### config.mk
export PLATFORM = sky130hd
export DESIGN_NAME = mem_stage_flat
export DESIGN_NICKNAME = d
export VERILOG_FILES = /design/src/rtl/mem_stage_pkg.sv /design/src/rtl/mem_stage_if.sv /design/src/rtl/mem_stage_watchdog.sv /design/src/rtl/mem_stage.sv /design/src/flat_wrapper.sv
export SDC_FILE = /design/constraint.sdc
export NUM_CORES = 1
export LEC_CHECK = 0
export CORE_MARGIN = 2
export CORE_UTILIZATION = 40
export CTS_BUF_LIST = sky130_fd_sc_hd__clkbuf_8 sky130_fd_sc_hd__clkbuf_16
export DETAILED_ROUTE_END_ITERATION = 6
export PLACE_DENSITY = 0.83
export SKIP_CTS_REPAIR_TIMING = 1
export SLEW_MARGIN = 0
export SYNTH_ARGS = -nofsm -noshare
export SYNTH_HDL_FRONTEND = slang
export SYNTH_HIERARCHICAL = 1
export SYNTH_SLANG_ARGS = --single-unit
### constraint.sdc
create_clock -name clk -period 10.1 [get_ports clk]
set_clock_uncertainty 0.15 [all_clocks]
set_input_delay 2.02 -clock clk [delete_from_list [all_inputs] [get_ports clk]]
set_output_delay 2.02 -clock clk [all_outputs]
set_load 0.03 [all_outputs]
### src/rtl/mem_stage_pkg.sv
// Shared types for the memory stage: opcodes, instruction details and FSM states.
package mem_stage_pkg;

  typedef logic [3:0] opcode_t;

  localparam opcode_t OPC_NOP   = 4'h0;
  localparam opcode_t OPC_ADD   = 4'h1;
  localparam opcode_t OPC_SUB   = 4'h2;
  localparam opcode_t OPC_AND   = 4'h3;
  localparam opcode_t OPC_OR    = 4'h4;
  localparam opcode_t OPC_LOAD  = 4'h5;
  localparam opcode_t OPC_STORE = 4'h6;
  localparam opcode_t OPC_JUMP  = 4'h7;
  localparam opcode_t OPC_BNEZ  = 4'h8;
  localparam opcode_t OPC_BEQZ  = 4'h9;

  typedef struct packed {
    logic        is_valid;
    opcode_t     op;
    logic [3:0]  rd;
    logic [3:0]  rs;
    logic [3:0]  rt;
    logic [15:0] imm;
  } InstructionDetails;

  typedef enum logic {
    MS_IDLE,
    MS_ACCESS
  } MemState;

  function automatic logic is_mem_op(input opcode_t op);
    return (op == OPC_LOAD) || (op == OPC_STORE);
  endfunction

endpackage

### src/rtl/mem_stage_if.sv
// Data-memory request/acknowledge bus between the memory stage and the memory.
interface mem_stage_if #(
  parameter int ADDR_W = 32
);
  logic [ADDR_W-1:0] mem_addr;
  logic [31:0]       mem_wdata;
  logic              mem_we;
  logic              mem_req;
  logic              mem_ack;
  logic [31:0]       mem_rdata;

  modport master (
    output mem_addr, mem_wdata, mem_we, mem_req,
    input  mem_ack, mem_rdata
  );

  modport slave (
    input  mem_addr, mem_wdata, mem_we, mem_req,
    output mem_ack, mem_rdata
  );
endinterface

### src/rtl/mem_stage_watchdog.sv
// Access watchdog: counts un-acked ACCESS cycles, flags the last allowed one.
module mem_watchdog #(
  parameter int TIMEOUT = 16
) (
  input  logic clk,
  input  logic rst_async,
  input  logic clear,
  input  logic enable,
  output logic timeout
);
  localparam int CNT_W = (TIMEOUT > 1) ? $clog2(TIMEOUT) : 1;
  localparam logic [CNT_W-1:0] LAST = CNT_W'(TIMEOUT - 1);

  logic [CNT_W-1:0] count;

  assign timeout = enable && (count == LAST);

  // Count stalled cycles; hold at the terminal value, the FSM leaves ACCESS there.
  always_ff @(posedge clk or posedge rst_async) begin
    if (rst_async)                count <= '0;
    else if (clear)               count <= '0;
    else if (enable && !timeout)  count <= count + 1'b1;
  end
endmodule

### src/rtl/mem_stage.sv
// Memory pipeline stage: forwards ALU results, performs LOAD/STORE over mem bus.
//
// state     | meaning
// ----------+-------------------------------------------------------------
// MS_IDLE   | forwarding; an aligned valid LOAD/STORE starts an access
// MS_ACCESS | mem_req held until mem_ack or watchdog timeout
module mem_stage
  import mem_stage_pkg::*;
#(
  parameter int ADDR_W  = 32,
  parameter int TIMEOUT = 16
) (
  input  logic              clk,
  input  logic              rst_async,
  input  InstructionDetails details,
  input  logic [31:0]       alu_out,
  output logic              stall,
  output logic [3:0]        read_index,
  input  logic [31:0]       read_data,
  mem_stage_if.master       mem,
  output logic [31:0]       out,
  output InstructionDetails out_details
);
  MemState           state, state_nxt;
  InstructionDetails cap;
  logic              start, in_access, wd_timeout;

  assign start      = details.is_valid && is_mem_op(details.op) && (alu_out[1:0] == 2'b00);
  assign in_access  = (state == MS_ACCESS);
  assign read_index = details.rt;
  assign mem.mem_req = in_access;
  assign stall      = (!in_access && start) || (in_access && !mem.mem_ack && !wd_timeout);

  mem_watchdog #(.TIMEOUT(TIMEOUT)) u_wdog (
    .clk       (clk),
    .rst_async (rst_async),
    .clear     (!in_access),
    .enable    (in_access && !mem.mem_ack),
    .timeout   (wd_timeout)
  );

  // State register.
  always_ff @(posedge clk or posedge rst_async) begin
    if (rst_async) state <= MS_IDLE;
    else           state <= state_nxt;
  end

  // Next-state: enter on start, leave on ack or timeout.
  always_comb begin
    state_nxt = state;
    case (state)
      MS_IDLE:   if (start) state_nxt = MS_ACCESS;
      MS_ACCESS: if (mem.mem_ack || wd_timeout) state_nxt = MS_IDLE;
      default:   state_nxt = MS_IDLE;
    endcase
  end

  // Datapath: captured request, bus outputs and writeback results.
  always_ff @(posedge clk or posedge rst_async) begin
    if (rst_async) begin
      out           <= '0;
      out_details   <= '0;
      cap           <= '0;
      mem.mem_addr  <= '0;
      mem.mem_we    <= 1'b0;
      mem.mem_wdata <= '0;
    end else if (!in_access) begin
      if (start) begin
        cap                  <= details;
        mem.mem_addr         <= alu_out[ADDR_W-1:0];
        mem.mem_we           <= (details.op == OPC_STORE);
        mem.mem_wdata        <= read_data;
        out_details.is_valid <= 1'b0;
      end else if (details.is_valid && is_mem_op(details.op)) begin
        // misaligned access: dropped, forwarded as a bubble
        out                  <= '0;
        out_details          <= details;
        out_details.is_valid <= 1'b0;
      end else begin
        out         <= alu_out;
        out_details <= details;
      end
    end else if (mem.mem_ack) begin
      out         <= (cap.op == OPC_STORE) ? 32'h0 : mem.mem_rdata;
      out_details <= cap;
    end else if (wd_timeout) begin
      out                  <= '0;
      out_details          <= cap;
      out_details.is_valid <= 1'b0;
    end else begin
      out_details.is_valid <= 1'b0;
    end
  end
endmodule

### src/flat_wrapper.sv
// flat-port wrapper written by rule: the top's interface ports become plain ports
module mem_stage_flat import mem_stage_pkg::*;
#(
  parameter int ADDR_W  = 32,
  parameter int TIMEOUT = 16
)
  (clk, rst_async, details, alu_out, stall, read_index, read_data, out, out_details, mem_mem_addr, mem_mem_wdata, mem_mem_we, mem_mem_req, mem_mem_ack, mem_mem_rdata);
  mem_stage_if #(.ADDR_W(ADDR_W)) mem_i ();
  input  logic clk;
  input  logic rst_async;
  input  InstructionDetails details;
  input  logic [31:0] alu_out;
  output logic stall;
  output logic [3:0] read_index;
  input  logic [31:0] read_data;
  output logic [31:0] out;
  output InstructionDetails out_details;
  output wire logic [$bits(mem_i.mem_addr)-1:0] mem_mem_addr;
  output wire logic [$bits(mem_i.mem_wdata)-1:0] mem_mem_wdata;
  output wire logic [$bits(mem_i.mem_we)-1:0] mem_mem_we;
  output wire logic [$bits(mem_i.mem_req)-1:0] mem_mem_req;
  input wire logic [$bits(mem_i.mem_ack)-1:0] mem_mem_ack;
  input wire logic [$bits(mem_i.mem_rdata)-1:0] mem_mem_rdata;
  assign mem_mem_addr = mem_i.mem_addr;
  assign mem_mem_wdata = mem_i.mem_wdata;
  assign mem_mem_we = mem_i.mem_we;
  assign mem_mem_req = mem_i.mem_req;
  assign mem_i.mem_ack = mem_mem_ack;
  assign mem_i.mem_rdata = mem_mem_rdata;
  mem_stage #(.ADDR_W(ADDR_W), .TIMEOUT(TIMEOUT)) u_core (.clk(clk), .rst_async(rst_async), .details(details), .alu_out(alu_out), .stall(stall), .read_index(read_index), .read_data(read_data), .mem(mem_i), .out(out), .out_details(out_details));
endmodule
==> results of run 1 <==
[per-stage QoR]
stage               hold WS (ns)  total power [mW]  worst slack, ns  area (um^2)
floorplan                  0.285              1.12             3.50         7020
global placement           0.299              1.36             3.06         9830
detailed placement         0.304              1.37             3.05         9830
CTS                        0.321              2.04             3.04        10400
global route               0.362              2.10             2.89        10400
finish                     0.321              2.01             3.04        10400
[flip-flops by register name, summed over array words and instances (netlist names)]
register / cells
u_core/mem.mem_we: 1
u_core/out_details: 33
u_core/cap: 33
u_core/u_wdog/count: 4
u_core/mem.mem_addr: 32
u_core/out: 32
u_core/mem.mem_wdata: 32
u_core/mem.mem_req: 1
[report_power, final]
| part | switching [mW] | internal [mW] |
|---|---|---|
| combinational | 0.261 | 0.265 |
| sequential | 0.0568 | 0.777 |
| clock | 0.277 | 0.378 |
| total | 0.595 | 1.42 |
[worst max path at each step]
stage	end	slack, ns	start	cells after the start
2_1_floorplan	u_core/cap[0]$_DFFE_PP0P_	3.50	rst_async	1
3_3_place_gp	stall	3.06	mem_mem_ack	9
3_5_place_dp	stall	3.05	mem_mem_ack	9
4_1_cts	stall	3.04	mem_mem_ack	9
5_1_grt	stall	2.89	mem_mem_ack	9
6_report	stall	3.04	mem_mem_ack	9
[cells by family (layout without fill, tap and decap cells)]
kind of cell / count (synthesis) / in the layout / share of synthesized area, %
AO/OA/AOI/OAI: 40 / 40 / 5.52
XOR/XNOR: 1 / 1 / 0.125
adder cells (fa/ha/maj): 1 / 1 / 0.178
buffers and inverters: 42 / 310 / 3.08
flip-flops: 168 / 168 / 59.9
multiplexers: 158 / 158 / 26.2
AND/OR/NAND/NOR: 58 / 58 / 5.04
[layout make-up]
| type | instances | area, um^2 |
|---|---|---|
| Fill cell | 1293 | 6810 |
| Sequential cell | 168 | 4200 |
| Timing Repair Buffer | 271 | 2700 |
| Multi-Input combinational cell | 258 | 2610 |
| Clock buffer | 18 | 439 |
| Tap cell | 225 | 282 |
| Clock inverter | 14 | 160 |
| Inverter | 7 | 31.3 |
[worst max-delay path, stage by stage]
cell	delay [ns]
clkdlybuf4s50_1	0.49
nor2_1	0.08
nand3_1	0.12
nor2_1	0.04
or3b_2	0.46
o31a_2	0.40
inv_1	0.13
buf_4	0.38
clkdlybuf4s50_1	0.75
[routing by layer]
metal	vias up	share of wire, %	global-route usage, %	wire length (um)
li1	2225	-	-	-
met1	2471	39	22.9	7190
met2	210	51	35.1	9440
met3	21	8.1	6.56	1480
met4	0	1.7	6.08	307
met5	-	0	0	0
[cell usage in the layout (no fill, tap or decap), types with 4 or more instances in the layout]
cell and count:
mux2_4 16, mux2_2 140, nor2_1 4, inv_6 6, and2_1 4, dfrtp_1 168
buf_4 4, clkbuf_16 17, inv_1 6, a221o_1 32, nand2b_1 5, clkdlybuf4s50_1 267
and3_1 32
==> flow_summary.ini, run 1 <==
[outcome]
outcome = finished, final reports clean

[worst_hold_path]
hold_end = u_core/cap[32]$_DFFE_PP0P_
worstHoldStart = u_core/cap[32]$_DFFE_PP0P_
hp-class = flip-flop to flip-flop
worstHoldPathCells = 1

[sta]
rsz0062_at_grt = no
setup_viol = 0
slew_headroom_pct = 7.76
fin_crit_ns = 7.06
maxSlewViolCount = 0
min_period_over_period_pct = 69.9
max_freq_mhz = 142
tightestPinTransition_ns = 1.38
setup_tns_ns = 0
hold_violations = 0

[drt]
vias_per_cell = 5.13
drt_first_pass_iters = 4
drtIter0Drc = 171
antenna_left = 0
vias = 4927
wirelength_um = 18400
drc_errors = 0
routedWlPerCell_um = 19.2

[worst_setup_path]
r2r_slack_ns = 6.26
worstRegToRegCells = 10
worstPathMaxFanout = 34
critPathArrivalTime_ns = 4.89
worst_setup_path_start_kind = input port
r2r_start = u_core/mem.mem_req$_DFF_PP0_
r2r-end = u_core/out[15]$_DFFE_PP0P_
path_class = input port to output pin
cp-end-kind = output pin
critPathRequiredTime_ns = 7.93

[synthesis]
yosys_warnings = 6
ys.flop_type = dfrtp_1
synth_common_cells = dfrtp_1 (168), mux2_2 (140), a221o_1 (32), and3_1 (32)
synth_seq_cells = 168
synth-edff-count = 0
synth_area_leaders = dfrtp_1 (60%), mux2_2 (22%), a221o_1 (4.6%), mux2_4 (3.4%), and3_1 (2.9%)
synth_cells = 468
synth-seq-area-share_pct = 59.9
synth_most_common_cell = dfrtp_1
synth.net_count = 601
synth_top_area_share_pct = 59.9
synthArstFlopShare_pct = 100
synth_top_area_cell = dfrtp_1
syn_avg_cell_area_um2 = 15.0
synth_cell_types = 32
synth.cell_area_um2 = 7020

[place]
place_hpwl_um = 12900
dp_cells = 929
port_buffers = 267
gp_congestion = 0.847

[power_and_ir_drop]
power_density_nw_per_um2 = 193
leakagePower_nw = 4.64
vdd_ir_drop_max_mv = 0.112

[global_route]
antenna_found_initial = 0
grt_pass1_vias = 5264
grt_pass1_wl_um = 28200
grt-ovfl-total = 0
grt_usage_pct = 19.9
grt_max_degree = 90

[floorplanning]
fp-row-count = 48
dieArea_um2 = 18600
coreArea_um2 = 17200
ioPinCount = 268
dieHeight_um = 136
fp.dieW_um = 136
start_util_pct = 40.7

[cts]
insertion_delay_ns = 0.41
h-tree-depth = 4
cts-root-buf = clkbuf_16
cts_made_buffers = 17
cts_tree = done
path_clk_slew_ns = 0.06
max-clock-path-buffers = 2
clock-sinks = 168

[cells_and_area]
fin_cells = 961
area_growth_pct = 48.5
diodes = 0
nets = 856
final_util_pct = 60.5
drive_gt1_share_pct = 26.8

[job]
drv_cap = 0
No activity file was read; power rests on OpenSTA's default activity.
==> run 2, diff against run 1 <==
Clock period 10.1 ns to 7.4 ns, I/O delays scaled along.
==> run 2 against run 1 <==
Compared with the run above:
- worst setup slack lost 1.2 ns
- largest power group unchanged
- wire length rose by 0.75%
- utilization fell by 0.080 points
- global-route usage decreased by 0.12 points
- critical endpoint unchanged
- sequential power rose by 37%
- combinational power increased by 36%
- final cell count rose by 0.10%
- critical path depth did not move
==> flow_summary.ini, run 2 (synthesis gave the netlist of run 1 again) <==
[outcome]
outcome = finished, final reports clean

[worst_setup_path]
cp-end-kind = output pin
worstRegToRegCells = 10
r2r_slack_ns = 4.23
r2r-end = u_core/out[22]$_DFFE_PP0P_
critPathRequiredTime_ns = 5.77
critPathArrivalTime_ns = 3.92
worst_setup_path_start_kind = input port
r2r_start = u_core/mem.mem_req$_DFF_PP0_
slowest_delay_ns = 0.69
path_class = input port to output pin
crit_chain = clkdlybuf4s50_1 > nor2_1 > nand3_1 > nor2_1 > or3b_2 > o31a_2 > buf_4 > inv_1 > clkdlybuf4s50_1
cpMaxStageDelayCell = clkdlybuf4s50_1
worstPathMaxFanout = 34

[cells_and_area]
area_growth_pct = 48.3
layout.cells.most_common_list = clkdlybuf4s50_1 (267), dfrtp_1 (168), mux2_2 (140)
diodes = 0
nets = 857
largestRegisters = u_core/cap (33), u_core/out_details (33)
fin_cells = 962
drive_gt1_share_pct = 26.5
design_area_um2 = 10400
mostFrequentLayoutCell = clkdlybuf4s50_1

[cts]
path_clk_slew_ns = 0.06
insertion_delay_ns = 0.42
cts_tree = done
cts-root-buf = clkbuf_16
h-tree-depth = 4
max-clock-path-buffers = 2
clock-sinks = 168
cts_made_buffers = 17

[sta]
min_period_over_period_pct = 75.0
hold_violations = 0
tightestPinTransition_ns = 1.40
slew_headroom_pct = 6.51
setup_slack_ns = 1.85
setup_viol = 0
fin_crit_ns = 5.55
max_freq_mhz = 180
rsz0062_at_grt = no
setup_tns_ns = 0
maxSlewViolCount = 0

[drt]
drtIter0Drc = 240
vias_per_cell = 5.23
drc_errors = 0
routedWlPerCell_um = 19.3
vias = 5030
antenna_left = 0
wirelength_um = 18600
drt_first_pass_iters = 4

[global_route]
grt_max_degree = 112
grt_usage_pct = 19.8
grt_pass1_wl_um = 28000
grt-ovfl-total = 0
antenna_found_initial = 0
grt_pass1_vias = 5400

[place]
port_buffers = 267
place_hpwl_um = 12900
dpl_cell_area_um2 = 9830
gp_congestion = 0.849
place_ws_ns = 1.85
dp_cells = 930

[power_and_ir_drop]
leakagePower_nw = 4.65
vdd_ir_drop_max_mv = 0.154
finalPower_mw = 2.72
power_density_nw_per_um2 = 261

[worst_hold_path]
worstHoldStart = u_core/cap[32]$_DFFE_PP0P_
hold_end = u_core/cap[32]$_DFFE_PP0P_
worstHoldPathCells = 1
hp-class = flip-flop to flip-flop

[job]
drv_cap = 0

[floorplanning]
fp.dieW_um = 136
dieHeight_um = 136
fp-row-count = 48
start_util_pct = 40.7
dieArea_um2 = 18600
ioPinCount = 268
coreArea_um2 = 17200
## run 2: worst max-delay path by stage
stage | to | slack, ns | depth (start not counted) | from
floorplan | u_core/cap[0]$_DFFE_PP0P_ | 1.34 | 1 | rst_async
detailed placement | stall | 1.85 | 9 | mem_mem_ack
CTS | stall | 1.84 | 9 | mem_mem_ack
global route | stall | 1.74 | 9 | mem_mem_ack
global placement | stall | 1.85 | 9 | mem_mem_ack
finish | stall | 1.85 | 9 | mem_mem_ack
## run 2: area by class of cell
| cell class | instances | area [um^2] |
|---|---|---|
| clock buffers | 18 | 439 |
| well taps | 225 | 282 |
| multi-input cells | 258 | 2610 |
| inverters | 7 | 31.3 |
| flip-flops and latches | 168 | 4200 |
| repair buffers | 272 | 2710 |
| clock inverters | 14 | 134 |
| fillers | 1293 | 6830 |
## run 2: report_power, final
part	internal, mW	leakage (nW)	total, mW	switching, mW
combinational	0.361	2.26	0.717	0.356
clock	0.503	0.299	0.862	0.359
sequential	1.06	2.09	1.14	0.0765
## run 2: through the flow
step	hold slack, ns	utilization, %
floorplan	0.285	-
global placement	0.299	57.0
detailed placement	0.302	57.0
CTS	0.320	60.4
global route	0.356	60.4
finish	0.329	60.4
## run 2: routing by layer
layer / global-route usage [%] / wire length [um]
met1: 23.0 / 7330
met2: 33.8 / 9310
met3: 6.38 / 1440
met4: 7.81 / 481
met5: 0 / 0
## run 2: worst max-delay path, delay by kind of cell
family | cells | cell delay (ns)
compound gates | 1 | 0.13
buf+inv | 4 | 1.62
simple gates | 4 | 0.69
==> run 3, diff against run 2 <==
Settings changed: PLACE_DENSITY 0.83 to 0.86.
Clock period 7.4 ns to 4.5 ns, I/O delays scaled along.
==> run 3 against run 2 <==
Compared with the run above:
- clock power rose by 75%
- largest power group unchanged
- combinational power rose by 65%
- sequential cell count did not move
- critical path depth fell by 1
- worst setup slack got worse by 0.92 ns
- via count fell by 0.54%
- utilization rose by 0.41 points
- total power rose by 68%
- sequential share of layout area fell by 0.26 points
- sequential power rose by 64%
==> flow_summary.ini, run 3 (synthesis gave the netlist of run 1 again) <==
[outcome]
outcome = finished, final reports clean

[global_route]
grt-ovfl-total = 0
grt_max_degree = 165
grt_pass1_vias = 5447
antenna_found_initial = 0
grt_usage_pct = 19.6
grt_pass1_wl_um = 28400

[cells_and_area]
layout.cells.most_common_list = clkdlybuf4s50_1 (266), dfrtp_1 (167), mux2_2 (140)
diodes = 0
mostFrequentLayoutCell = clkdlybuf4s50_1
final_util_pct = 60.8
area_growth_pct = 49.3
largestRegisters = u_core/cap (33), u_core/out_details (33)
fillers = 1251
regArea_um2 = 4210
drive_gt1_share_pct = 27.3
multiInputGateArea_um2 = 2610
nets = 859

[power_and_ir_drop]
vdd_ir_drop_max_mv = 0.249
finalPower_mw = 4.56
power_density_nw_per_um2 = 435
leakagePower_nw = 4.67

[drt]
vias = 5003
drc_errors = 0
drtIter0Drc = 265
drt_first_pass_iters = 4
antenna_left = 0
routedWlPerCell_um = 19.2
vias_per_cell = 5.19
wirelength_um = 18500

[worst_setup_path]
crit_chain = clkdlybuf4s50_1 > nor2_1 > nand3_1 > nor2_1 > or3b_2 > o31a_2 > inv_1 > buf_4
path_delay_family = buffers and inverters
path_class = input port to output pin
cpMaxStageDelayCell = clkdlybuf4s50_1
critPathArrivalTime_ns = 2.52
critPathRequiredTime_ns = 3.45
cp-end-kind = output pin
critPathMostFrequentCell = nor2_1
worst_setup_path_start_kind = input port
worstPathMaxFanout = 4
path_buf_inv = 3
slowest_delay_ns = 0.49

[cts]
cts_made_buffers = 17
max-clock-path-buffers = 2
path_clk_slew_ns = 0.06
h-tree-depth = 4
cts_tree = done
insertion_delay_ns = 0.41
clock-sinks = 168
cts-root-buf = clkbuf_16

[floorplanning]
start_util_pct = 40.7
coreArea_um2 = 17200
dieHeight_um = 136
fp-row-count = 48
dieArea_um2 = 18600
ioPinCount = 268
fp.dieW_um = 136

[sta]
fin_crit_ns = 3.57
hold_violations = 0
min_period_over_period_pct = 79.3
slew_headroom_pct = 6.30
setup_slack_ns = 0.933
rsz0062_at_grt = no
tightestPinTransition_ns = 1.40
setup_tns_ns = 0
maxSlewViolCount = 0
max_freq_mhz = 280
setup_viol = 0

[place]
port_buffers = 267
gp_congestion = 0.801
place_ws_ns = 0.957
place_hpwl_um = 12800

[worst_hold_path]
hp-class = flip-flop to flip-flop

[job]
drv_cap = 0
[run 3: worst paths after layout]
path                                            startpoint                                 end  slack (ns)  cells past startpoint
worst min register to register  u_core/cap[32]$_DFFE_PP0P_          u_core/cap[32]$_DFFE_PP0P_        0.33                      1
worst min-delay path            u_core/cap[32]$_DFFE_PP0P_          u_core/cap[32]$_DFFE_PP0P_        0.33                      1
worst max-delay path                           mem_mem_ack                               stall        0.93                      8
worst max register to register  u_core/cap[31]$_DFFE_PP0P_           u_core/out[5]$_DFFE_PP0P_        1.69                      3
min in group asynchronous                        rst_async  u_core/u_wdog/count[3]$_DFFE_PP0P_        0.65                      2
max in group asynchronous                        rst_async        u_core/mem.mem_req$_DFF_PP0_        2.58                      3
[run 3: metrics by stage]
step / cells / cell area (um^2) / hold WS [ns]
2_1_floorplan: 468 / 7020 / 0.285
3_3_place_gp: 932 / 9870 / 0.302
3_5_place_dp: 932 / 9870 / 0.307
4_1_cts: 964 / 10500 / 0.332
5_1_grt: 964 / 10500 / 0.365
6_report: 964 / 10500 / 0.332
[run 3: final cells by class]
class | instances | share of cell area, %
inverters | 7 | 0.286
well taps | 225 | 2.69
clock buffers | 18 | 4.19
repair buffers | 274 | 26.2
multi-input cells | 258 | 24.9
flip-flops and latches | 168 | 40.1
clock inverters | 14 | 1.65
[run 3: routing by layer]
layer	wire length [um]	track usage, %	vias to the layer above
met5	0	0	-
met4	508	8.85	0
met2	9310	33.9	238
li1	-	-	2221
met1	7140	21.9	2506
met3	1540	6.52	38
[run 3: report_power, final]
| group | switching [mW] | internal (mW) | total, mW |
|---|---|---|---|
| logic | 0.586 | 0.596 | 1.18 |
| registers | 0.129 | 1.74 | 1.87 |
| clock network | 0.614 | 0.894 | 1.51 |
| total | 1.33 | 3.23 | 4.56 |
